$ cat config.mk
export PLATFORM = sky130hd
export DESIGN_NAME = mem_arbiter_flat
export DESIGN_NICKNAME = d
export VERILOG_FILES = /design/src/rtl/mem_pkg.sv /design/src/rtl/mem_arbiter_if.sv /design/src/rtl/mem_align_chk.sv /design/src/rtl/mem_arbiter.sv /design/src/flat_wrapper.sv
export SDC_FILE = /design/constraint.sdc
export NUM_CORES = 1
export LEC_CHECK = 0
export ABC_AREA = 1
export BUFFER_PORTS_ARGS = -buffer_cell sky130_fd_sc_hd__buf_2
export CORE_UTILIZATION = 25
export DETAILED_ROUTE_END_ITERATION = 8
export PLACE_DENSITY_LB_ADDON = 0.2
export SETUP_SLACK_MARGIN = 0.1
export SLEW_MARGIN = 10
export SYNTH_ARGS = -nofsm -noshare
export SYNTH_HDL_FRONTEND = slang
export SYNTH_SLANG_ARGS = --single-unit
$ cat constraint.sdc
create_clock -name clk -period 3.3 [get_ports clk]
set_clock_uncertainty 0.05 [all_clocks]
set_input_delay 0.33 -clock clk [delete_from_list [all_inputs] [get_ports clk]]
set_output_delay 0.33 -clock clk [all_outputs]
set_load 0.005 [all_outputs]
$ cat src/rtl/mem_pkg.sv
// Shared definitions for the memory arbiter, the LSU and the memory model:
// access formats, arbiter FSM states, grant encoding and the alignment rule.
package mem_pkg;

  localparam logic [1:0] FMT_B = 2'b00;
  localparam logic [1:0] FMT_H = 2'b01;
  localparam logic [1:0] FMT_W = 2'b10;

  typedef enum logic [1:0] {
    ST_IDLE = 2'd0,
    ST_WAIT = 2'd1,
    ST_RESP = 2'd2
  } state_t;

  typedef enum logic {
    GNT_IF = 1'b0,
    GNT_LS = 1'b1
  } gnt_t;

  // Half accesses need addr[0]==0 and word accesses (10 and 11) need addr[1:0]==0.
  function automatic logic misaligned_f(input logic [1:0] addr_lo, input logic [1:0] fmt);
    logic bad;
    bad = 1'b0;
    case (fmt)
      FMT_B:   bad = 1'b0;
      FMT_H:   bad = addr_lo[0];
      default: bad = |addr_lo;
    endcase
    return bad;
  endfunction

endpackage

$ cat src/rtl/mem_arbiter_if.sv
// Bundle of the IFU request/response, LSU request/response and memory port.
// Handshake rule for every valid/ready pair: a transfer happens on a rising
// edge where both valid and ready are 1; the sender holds valid and its
// fields stable until that edge and never withdraws valid before it.
interface mem_arbiter_if #(
  parameter int ADDR_WIDTH = 32,
  parameter int DATA_WIDTH = 32
);

  logic                  if_valid;
  logic                  if_ready;
  logic [ADDR_WIDTH-1:0] if_addr;
  logic                  if_rvalid;
  logic                  if_rready;
  logic [DATA_WIDTH-1:0] if_rdata;
  logic                  if_rerr;

  logic                  ls_valid;
  logic                  ls_ready;
  logic                  ls_we;
  logic [1:0]            ls_format;
  logic [ADDR_WIDTH-1:0] ls_addr;
  logic [DATA_WIDTH-1:0] ls_wdata;
  logic                  ls_rvalid;
  logic                  ls_rready;
  logic [DATA_WIDTH-1:0] ls_rdata;
  logic                  ls_rerr;

  logic                  mem_req;
  logic                  mem_we;
  logic [1:0]            mem_format;
  logic [ADDR_WIDTH-1:0] mem_addr;
  logic [DATA_WIDTH-1:0] mem_wdata;
  logic [DATA_WIDTH-1:0] mem_rdata;
  logic                  mem_ack;

  // Arbiter view.
  modport slave (
    input  if_valid, if_addr, if_rready,
    input  ls_valid, ls_we, ls_format, ls_addr, ls_wdata, ls_rready,
    input  mem_rdata, mem_ack,
    output if_ready, if_rvalid, if_rdata, if_rerr,
    output ls_ready, ls_rvalid, ls_rdata, ls_rerr,
    output mem_req, mem_we, mem_format, mem_addr, mem_wdata
  );

  // Requesters and memory view.
  modport master (
    output if_valid, if_addr, if_rready,
    output ls_valid, ls_we, ls_format, ls_addr, ls_wdata, ls_rready,
    output mem_rdata, mem_ack,
    input  if_ready, if_rvalid, if_rdata, if_rerr,
    input  ls_ready, ls_rvalid, ls_rdata, ls_rerr,
    input  mem_req, mem_we, mem_format, mem_addr, mem_wdata
  );

endinterface

$ cat src/rtl/mem_align_chk.sv
// Flags an access whose address is not aligned to its size.
module mem_align_chk
  import mem_pkg::*;
(
  input  logic [1:0] addr_lo,
  input  logic [1:0] format,
  output logic       misaligned
);

  assign misaligned = misaligned_f(addr_lo, format);

endmodule

$ cat src/rtl/mem_arbiter.sv
// Shares one single-port memory between IFU and LSU. One transaction in
// flight: IDLE accepts a request, WAIT drives the memory strobe until ack or
// timeout, RESP presents the response to the granted side. LSU wins ties
// unless IFU has been passed over STARVE_LIMIT times in a row.
module mem_arbiter
  import mem_pkg::*;
#(
  parameter int ADDR_WIDTH   = 32,
  parameter int DATA_WIDTH   = 32,
  parameter int STARVE_LIMIT = 4,
  parameter int TIMEOUT      = 255
) (
  input  logic         clk,
  input  logic         rst_n,
  mem_arbiter_if.slave bus,
  output state_t       fsm_state
);

  localparam int STARVE_W = 8;
  localparam int TCNT_W   = 16;
  localparam logic [STARVE_W-1:0] STARVE_MAX = STARVE_W'(STARVE_LIMIT);
  localparam bit                  TO_EN      = (TIMEOUT != 0);
  localparam logic [TCNT_W-1:0]   TO_LAST    = TO_EN ? TCNT_W'(TIMEOUT - 1) : '0;

  state_t                state_q, state_d;
  gnt_t                  gnt_q;
  logic [ADDR_WIDTH-1:0] addr_q;
  logic                  we_q;
  logic [1:0]            fmt_q;
  logic [DATA_WIDTH-1:0] wdata_q;
  logic [DATA_WIDTH-1:0] rdata_q;
  logic                  err_q;
  logic [STARVE_W-1:0]   starve_q;
  logic [TCNT_W-1:0]     tcnt_q;

  logic                  force_if;
  logic                  pick_ls;
  logic                  pick_if;
  logic                  accept;
  logic [1:0]            sel_addr_lo;
  logic [1:0]            sel_fmt;
  logic                  misaligned;
  logic                  timeout_hit;
  logic                  rsp_done;
  logic [DATA_WIDTH-1:0] rd_masked;

  assign fsm_state = state_q;

  // Arbitration is purely combinational and only meaningful in IDLE.
  assign force_if    = bus.if_valid && (starve_q == STARVE_MAX);
  assign pick_ls     = bus.ls_valid && !force_if;
  assign pick_if     = bus.if_valid && !pick_ls;
  assign accept      = (state_q == ST_IDLE) && (pick_ls || pick_if);
  assign bus.ls_ready = (state_q == ST_IDLE) && pick_ls;
  assign bus.if_ready = (state_q == ST_IDLE) && pick_if;

  // The IFU always fetches a full word.
  assign sel_addr_lo = pick_ls ? bus.ls_addr[1:0] : bus.if_addr[1:0];
  assign sel_fmt     = pick_ls ? bus.ls_format : FMT_W;

  mem_align_chk u_align_chk (
    .addr_lo    (sel_addr_lo),
    .format     (sel_fmt),
    .misaligned (misaligned)
  );

  assign timeout_hit = TO_EN && (tcnt_q == TO_LAST);
  assign rsp_done    = (state_q == ST_RESP) &&
                       ((gnt_q == GNT_LS) ? bus.ls_rready : bus.if_rready);

  // Load data is zero-extended to the access size; the LSU sign-extends.
  always_comb begin
    rd_masked = '0;
    case (fmt_q)
      FMT_B:   rd_masked[7:0]  = bus.mem_rdata[7:0];
      FMT_H:   rd_masked[15:0] = bus.mem_rdata[15:0];
      default: rd_masked       = bus.mem_rdata;
    endcase
  end

  // State register.
  always_ff @(posedge clk or negedge rst_n) begin
    if (!rst_n) begin
      state_q <= ST_IDLE;
    end else begin
      state_q <= state_d;
    end
  end

  // Next-state logic; misaligned requests skip the memory entirely.
  always_comb begin
    state_d = state_q;
    case (state_q)
      ST_IDLE: begin
        if (accept) begin
          state_d = misaligned ? ST_RESP : ST_WAIT;
        end
      end
      ST_WAIT: begin
        if (bus.mem_ack || timeout_hit) begin
          state_d = ST_RESP;
        end
      end
      ST_RESP: begin
        if (rsp_done) begin
          state_d = ST_IDLE;
        end
      end
      default: state_d = ST_IDLE;
    endcase
  end

  // Request latch, response capture and WAIT timeout counter.
  always_ff @(posedge clk or negedge rst_n) begin
    if (!rst_n) begin
      gnt_q   <= GNT_IF;
      addr_q  <= '0;
      we_q    <= 1'b0;
      fmt_q   <= FMT_B;
      wdata_q <= '0;
      rdata_q <= '0;
      err_q   <= 1'b0;
      tcnt_q  <= '0;
    end else if (accept) begin
      gnt_q   <= pick_ls ? GNT_LS : GNT_IF;
      addr_q  <= pick_ls ? bus.ls_addr : bus.if_addr;
      we_q    <= pick_ls && bus.ls_we;
      fmt_q   <= sel_fmt;
      wdata_q <= pick_ls ? bus.ls_wdata : '0;
      rdata_q <= '0;
      err_q   <= misaligned;
      tcnt_q  <= '0;
    end else if (state_q == ST_WAIT) begin
      if (bus.mem_ack) begin
        rdata_q <= we_q ? '0 : rd_masked;
        err_q   <= 1'b0;
      end else if (timeout_hit) begin
        rdata_q <= '0;
        err_q   <= 1'b1;
      end else begin
        tcnt_q <= tcnt_q + 1'b1;
      end
    end
  end

  // Counts consecutive LSU grants that bypassed a waiting IFU.
  always_ff @(posedge clk or negedge rst_n) begin
    if (!rst_n) begin
      starve_q <= '0;
    end else if (!bus.if_valid) begin
      starve_q <= '0;
    end else if (bus.if_ready) begin
      starve_q <= '0;
    end else if (bus.ls_ready && (starve_q != STARVE_MAX)) begin
      starve_q <= starve_q + 1'b1;
    end
  end

  // Memory port is driven from the latched request only while in WAIT.
  assign bus.mem_req    = (state_q == ST_WAIT);
  assign bus.mem_we     = bus.mem_req && we_q;
  assign bus.mem_format = bus.mem_req ? fmt_q : 2'b00;
  assign bus.mem_addr   = bus.mem_req ? addr_q : '0;
  assign bus.mem_wdata  = bus.mem_req ? wdata_q : '0;

  // Response channel: only the granted side sees valid and data.
  assign bus.if_rvalid = (state_q == ST_RESP) && (gnt_q == GNT_IF);
  assign bus.ls_rvalid = (state_q == ST_RESP) && (gnt_q == GNT_LS);
  assign bus.if_rdata  = bus.if_rvalid ? rdata_q : '0;
  assign bus.if_rerr   = bus.if_rvalid && err_q;
  assign bus.ls_rdata  = bus.ls_rvalid ? rdata_q : '0;
  assign bus.ls_rerr   = bus.ls_rvalid && err_q;

endmodule

$ cat src/flat_wrapper.sv
// flat-port wrapper written by rule: the top's interface ports become plain ports
module mem_arbiter_flat import mem_pkg::*;
#(
  parameter int ADDR_WIDTH   = 32,
  parameter int DATA_WIDTH   = 32,
  parameter int STARVE_LIMIT = 4,
  parameter int TIMEOUT      = 255
)
  (clk, rst_n, fsm_state, bus_if_valid, bus_if_addr, bus_if_rready, bus_ls_valid, bus_ls_we, bus_ls_format, bus_ls_addr, bus_ls_wdata, bus_ls_rready, bus_mem_rdata, bus_mem_ack, bus_if_ready, bus_if_rvalid, bus_if_rdata, bus_if_rerr, bus_ls_ready, bus_ls_rvalid, bus_ls_rdata, bus_ls_rerr, bus_mem_req, bus_mem_we, bus_mem_format, bus_mem_addr, bus_mem_wdata);
  mem_arbiter_if #(.ADDR_WIDTH(ADDR_WIDTH), .DATA_WIDTH(DATA_WIDTH)) bus_i ();
  input  logic clk;
  input  logic rst_n;
  output state_t fsm_state;
  input wire logic [$bits(bus_i.if_valid)-1:0] bus_if_valid;
  input wire logic [$bits(bus_i.if_addr)-1:0] bus_if_addr;
  input wire logic [$bits(bus_i.if_rready)-1:0] bus_if_rready;
  input wire logic [$bits(bus_i.ls_valid)-1:0] bus_ls_valid;
  input wire logic [$bits(bus_i.ls_we)-1:0] bus_ls_we;
  input wire logic [$bits(bus_i.ls_format)-1:0] bus_ls_format;
  input wire logic [$bits(bus_i.ls_addr)-1:0] bus_ls_addr;
  input wire logic [$bits(bus_i.ls_wdata)-1:0] bus_ls_wdata;
  input wire logic [$bits(bus_i.ls_rready)-1:0] bus_ls_rready;
  input wire logic [$bits(bus_i.mem_rdata)-1:0] bus_mem_rdata;
  input wire logic [$bits(bus_i.mem_ack)-1:0] bus_mem_ack;
  output wire logic [$bits(bus_i.if_ready)-1:0] bus_if_ready;
  output wire logic [$bits(bus_i.if_rvalid)-1:0] bus_if_rvalid;
  output wire logic [$bits(bus_i.if_rdata)-1:0] bus_if_rdata;
  output wire logic [$bits(bus_i.if_rerr)-1:0] bus_if_rerr;
  output wire logic [$bits(bus_i.ls_ready)-1:0] bus_ls_ready;
  output wire logic [$bits(bus_i.ls_rvalid)-1:0] bus_ls_rvalid;
  output wire logic [$bits(bus_i.ls_rdata)-1:0] bus_ls_rdata;
  output wire logic [$bits(bus_i.ls_rerr)-1:0] bus_ls_rerr;
  output wire logic [$bits(bus_i.mem_req)-1:0] bus_mem_req;
  output wire logic [$bits(bus_i.mem_we)-1:0] bus_mem_we;
  output wire logic [$bits(bus_i.mem_format)-1:0] bus_mem_format;
  output wire logic [$bits(bus_i.mem_addr)-1:0] bus_mem_addr;
  output wire logic [$bits(bus_i.mem_wdata)-1:0] bus_mem_wdata;
  assign bus_i.if_valid = bus_if_valid;
  assign bus_i.if_addr = bus_if_addr;
  assign bus_i.if_rready = bus_if_rready;
  assign bus_i.ls_valid = bus_ls_valid;
  assign bus_i.ls_we = bus_ls_we;
  assign bus_i.ls_format = bus_ls_format;
  assign bus_i.ls_addr = bus_ls_addr;
  assign bus_i.ls_wdata = bus_ls_wdata;
  assign bus_i.ls_rready = bus_ls_rready;
  assign bus_i.mem_rdata = bus_mem_rdata;
  assign bus_i.mem_ack = bus_mem_ack;
  assign bus_if_ready = bus_i.if_ready;
  assign bus_if_rvalid = bus_i.if_rvalid;
  assign bus_if_rdata = bus_i.if_rdata;
  assign bus_if_rerr = bus_i.if_rerr;
  assign bus_ls_ready = bus_i.ls_ready;
  assign bus_ls_rvalid = bus_i.ls_rvalid;
  assign bus_ls_rdata = bus_i.ls_rdata;
  assign bus_ls_rerr = bus_i.ls_rerr;
  assign bus_mem_req = bus_i.mem_req;
  assign bus_mem_we = bus_i.mem_we;
  assign bus_mem_format = bus_i.mem_format;
  assign bus_mem_addr = bus_i.mem_addr;
  assign bus_mem_wdata = bus_i.mem_wdata;
  mem_arbiter #(.ADDR_WIDTH(ADDR_WIDTH), .DATA_WIDTH(DATA_WIDTH), .STARVE_LIMIT(STARVE_LIMIT), .TIMEOUT(TIMEOUT)) u_core (.clk(clk), .rst_n(rst_n), .bus(bus_i), .fsm_state(fsm_state));
endmodule
==> impl_metrics.ini, run 1 <==
[status]
status = finished, violations left
violations = hold timing

[setup_path]
cp-end-kind = primary output
critPathSlowestCell = nand2_2
r2r_end = u_core.fmt_q[0]
rr_startpoint = u_core.starve_q[0]
critPathMaxStageDelay_ns = 0.43
cp_top_family = simple AND/OR/NAND/NOR gates
path_cells = inv_1 > ha_1 > nand2_1 > nor2_1 > nand3_2 > nand2_2 > nand2_1 > inv_2 > buf_2
path_buf_inv = 3
r2r_slack_ns = 0.96
r2r_cells = 10
crit_top_cell = nand2_1
cp_max_fo = 23
worst_setup_path_start_kind = register
crit_arrival_ns = 2.35
critical_path_required_ns = 2.92
worstSetupPathType = register to primary output

[clock_tree]
numCtsBuffers = 17
clockRootBuffer = clkbuf_16
cts_tree = built
cts.repair.resized = 0
postCtsHoldBufs = 0
cts.path.max_buffers = 2
post_cts.repair.setup_buffers = 0
clkLatencyLatePin_ns = 0.41
cts_max_level = 4
clkTransAtPathRegs_ns = 0.06
numClockSinks = 127

[timing]
finalWorstSetupSlack_ns = 0.571
rsz0062_at_grt = no
drv_slew = 0
fin_tns_setup_ns = 0
hold_viol_final = 48
setup_violations = 0
holdWs_ns = -0.0387
timing.slew.headroom_pct = 35.0
worst_pin_slew_ns = 0.973
period_share_pct = 82.7
timing.fmax_ghz = 0.366
layout_min_cycle_time_ns = 2.73

[synth]
syn_area_um2 = 6620
synth_cells = 909
ys_warn_count = 0
async_flop_share_pct = 100
yosysTopAreaCellShare_pct = 48.0
ys.flop_type = dfrtp_1
syn_area_per_cell_um2 = 7.28
yosysSeqAreaShare_pct = 48.0
yosysMostFrequentCell = nor2_1
synth.top_cells.by_area = dfrtp_1, nor2_1, nand2_1
synth_fp_nets = 1051
synth-edff-count = 0
yosysTopAreaCell = dfrtp_1
yosys_register_bits = 127
ys_top_cells_by_count = nor2_1, nand2_1, inv_1
synth.distinct_cells = 30

[route]
ant_nets = 0
drtPass1Iterations = 5
routed_wl_um = 21900
drcViolationCount = 0
post_drt_wl_per_cell_um = 14.4
first_iter_violations = 279
viasPerCell = 4.38
num_vias = 6656

[layout]
stdcell_area_um2 = 8900
diodes = 0
n_fill_cell = 2867
instances_no_fill = 1519
syn2layout_area_growth_pct = 34.5
nNetsFinal = 1313
drive_gt1_share_pct = 29.2
utilization_pct = 34.3

[power]
total_power_mw = 6.15
power.density_nw_per_um2 = 691
leakage_nw = 4.75
irDropWorstVdd_mv = 0.291

[placed_design]
dpl.cell_count = 1487
detailed_place_hpwl_um = 15900
place_ws_ns = 0.939
io_buffers = 277
place_congestion = 0.792
placed_cell_area_um2 = 8310

[floorplanning]
die_w_um = 165
initial_core_util_pct = 25.5
die_height_um = 165
core_um2 = 26000
top_level_ports = 278
die_area_um2 = 27100
rows = 59

[grt]
grt_first_pass_wirelength_um = 33000
grt_use_total_pct = 15.9
grt_max_degree = 94
first_global_vias = 6179
globalRouteOverflowTotal = 0
antenna_found_initial = 0

[hold_path]
hold_class = primary input to async pin

[job]
max_cap_violations = 0
cell usage in the layout (no fill, tap or decap), types with 8 or more instances in the layout:
master / count
a31oi_1: 31
dfrtp_1: 127
nor3_1: 10
buf_2: 276
inv_2: 13
clkbuf_16: 17
o22ai_1: 15
xor2_1: 9
nor2_1: 197
nand4_1: 14
o21ai_0: 8
o21ai_1: 61
inv_1: 131
nand2_1: 188
nand3_1: 34
buf_4: 8
how the worst max path moves through the flow:
| stage | startpoint | end | cells past startpoint |
|---|---|---|---|
| finish | u_core.starve_q[0] | bus_if_ready | 9 |
| global route | u_core.starve_q[0] | bus_if_ready | 9 |
| global placement | u_core.fsm_state[1] | bus_mem_we | 5 |
| CTS | u_core.fsm_state[1] | bus_mem_we | 5 |
| floorplan | u_core.starve_q[0] | bus_ls_ready | 9 |
| detailed placement | u_core.fsm_state[1] | u_core.fsm_state[1] | 7 |
routing by layer:
layer  track usage, %  vias to the layer above  wire length [um]
li1                 -                     3356                 -
met1             19.6                     3103              9600
met2             27.2                      182             10800
met3             4.22                       15              1290
met4             4.50                        0               228
met5                0                        -                 0
cells by family after synthesis:
group | count (synthesis) | share of synthesized area, %
buffers and inverters | 188 | 11.4
and+or+nand+nor | 459 | 28.4
xor gates and xnor gates | 9 | 1.19
DFF | 127 | 48.0
adders and majority gates | 4 | 0.756
AOI/OAI and AO/OA | 122 | 10.2
sequential cells by signal (all words and copies together) (netlist names):
name,count
u_core.fmt_q,2
u_core.err_q,1
u_core.starve_q,8
u_core.addr_q,32
u_core.tcnt_q,16
u_core.rdata_q,32
u_core.we_q,1
u_core.wdata_q,32
u_core.fsm_state,2
u_core.gnt_q,1
area by class of cell:
cell class / count / area, um^2 / area share, %
flip-flops and latches: 127 / 3180 / 35.7
multi-input cells: 594 / 2700 / 30.3
repair buffers: 286 / 1470 / 16.5
inverters: 145 / 547 / 6.14
clock buffers: 18 / 429 / 4.82
well taps: 335 / 419 / 4.71
clock inverters: 14 / 159 / 1.79
report_power, final:
| group | switching [mW] | internal, mW | total [mW] | leakage [nW] |
|---|---|---|---|---|
| Sequential | 0.184 | 2.01 | 2.20 | 1.63 |
| Clock | 0.771 | 1.13 | 1.90 | 0.276 |
| Combinational | 1.39 | 0.659 | 2.05 | 2.84 |
| Total | 2.35 | 3.80 | 6.15 | 4.75 |
Note: power is estimated with default switching activity, not from simulation.
==> run 2, diff against run 1 <==
==> constraint.sdc (replaced) <==
create_clock -name clk -period 2.28 [get_ports clk]
set_clock_uncertainty 0.05 [all_clocks]
set_input_delay 0.228 -clock clk [delete_from_list [all_inputs] [get_ports clk]]
set_output_delay 0.228 -clock clk [all_outputs]
set_load 0.005 [all_outputs]
==> run 2 against run 1 <==
Utilization grew 3.4 points. Cell count grew 5.3%. Clock power grew 48%. Largest power group is now combinational logic. Largest cell class unchanged. Hold slack gained 0.053 ns. Sequential power grew 45%. The flow now finishes without violations. Via count grew 2.9%. Combinational power grew 57%.
==> impl_metrics.ini, run 2 (synthesis results as in run 1) <==
[placed_design]
place_congestion = 0.787
io_buffers = 277
dpl.cell_count = 1494
placed_cell_area_um2 = 8430
place_ws_ns = 0.249
detailed_place_hpwl_um = 15800

[layout]
final_common_cell = buf_2
syn2layout_area_growth_pct = 47.8
nNetsFinal = 1393
regArea_um2 = 3180
n_fill_cell = 2789
stdcell_area_um2 = 9780
instances_no_fill = 1600
drive_gt1_share_pct = 28.6
multi_input_comb_area_um2 = 2720
top_regs = u_core.addr_q x32, u_core.rdata_q x32, u_core.wdata_q x32
final_cell_mix = buf_2, nor2_1, nand2_1

[route]
routed_wl_um = 21800
drcViolationCount = 0
drtPass1Iterations = 4
num_vias = 6852
ant_nets = 0
post_drt_wl_per_cell_um = 13.6
viasPerCell = 4.28
first_iter_violations = 332

[floorplanning]
die_area_um2 = 27100
core_um2 = 26000
top_level_ports = 278
rows = 59
initial_core_util_pct = 25.5
die_w_um = 165
die_height_um = 165

[timing]
worst_pin_slew_ns = 0.785
rsz0062_at_grt = no
layout_min_cycle_time_ns = 2.07
drv_slew = 0
period_share_pct = 90.8
timing.slew.headroom_pct = 47.7
setup_violations = 0
timing.fmax_ghz = 0.483
fin_tns_setup_ns = 0
finalWorstSetupSlack_ns = 0.209
hold_viol_final = 0

[job]
max_cap_violations = 0

[setup_path]
worst_setup_path_start_kind = register
critical_path_required_ns = 2.00
worstSetupPathType = register to primary output
r2r_end = u_core.rdata_q[17]
rr_startpoint = u_core.fsm_state[1]
r2r_slack_ns = 0.31
cp_max_fo = 34
r2r_cells = 7
crit_arrival_ns = 1.79
cp-end-kind = primary output

[power]
power.density_nw_per_um2 = 942
leakage_nw = 5.14
irDropWorstVdd_mv = 0.522

[hold_path]
whs_path_depth = 3
hold_end = u_core.addr_q[30]
hold_class = primary input to register
hp-start = bus_ls_addr[30]

[clock_tree]
cts_max_level = 4
numClockSinks = 127
clkLatencyLatePin_ns = 0.41
cts.path.max_buffers = 2
clkTransAtPathRegs_ns = 0.06
numCtsBuffers = 17
clockRootBuffer = clkbuf_16
cts_tree = built

[grt]
grt_max_degree = 72
first_global_vias = 6325
globalRouteOverflowTotal = 0
grt_first_pass_wirelength_um = 32900
antenna_found_initial = 1
grt_use_total_pct = 15.7

[status]
status = finished clean
## run 2: cell types whose count changed in the layout (fill, tap and decap cells not counted), sizes merged
cell,previous run,this run
buf,286,298
bufinv,2,3
clkbuf,18,19
clkinv,3,5
clkinvlp,4,3
diode,0,1
dlygate4sd3,0,68
inv,150,147
## run 2: worst max-delay path by stage
stage                         endpoint  cells past startpoint                start
global route              bus_if_ready                      6  u_core.fsm_state[1]
detailed placement     u_core.fmt_q[0]                     10   u_core.starve_q[0]
global placement    u_core.rdata_q[22]                      7         bus_if_valid
floorplan           u_core.wdata_q[28]                     11   u_core.starve_q[0]
finish                 bus_if_rdata[0]                      4  u_core.fsm_state[1]
CTS                       bus_if_ready                      9   u_core.starve_q[0]
## run 2: per-layer routing
metal | GRT usage (%) | part of all wire [%]
met1 | 19.4 | 45
met2 | 27.6 | 49
met3 | 3.34 | 4.4
met4 | 3.96 | 1.0
met5 | 0 | 0
## run 2: cell type report
type                       count  area share, %
antenna                        1         0.0256
clock buffer                  19           4.53
clock inverter                13           1.66
inverter                     145           5.59
multi-input combinational    594           27.8
sequential                   127           32.5
tap                          335           4.28
timing repair buffer         366           23.6
## run 2: repair_timing
action / CTS / global route
resized for setup: 3 / 5
pin swaps: 1 / 2
endpoints found under the hold margin: 101 / 0
hold buffers: 68 / 0
buffers inserted: 4 / 1
setup endpoints to repair: 45 / 8
gates cloned: 0 / 0
## run 2: stage by stage
stage | utilization (%) | power [mW] | hold WS (ns)
final | 37.7 | 9.22 | 0.0142
after CTS | 37.6 | 9.36 | 0.000456
after global placement | 32.4 | 6.33 | 0.121
after floorplan | - | 5.19 | -0.118
after global routing | 37.7 | 9.92 | 0.00297
after detailed placement | 32.4 | 6.36 | 0.117
## run 2: worst max-delay path, stage by stage (launching register included)
cell     delay [ns]
dfrtp_1        0.54
nand3_1        0.16
buf_4          0.27
nor2_1         0.25
buf_2          0.17
## run 2: power breakdown
part,internal (mW),total [mW],switching [mW]
Combinational,1.18,3.22,2.04
Clock,1.75,2.81,1.05
Sequential,2.91,3.20,0.281
Total,5.84,9.22,3.38
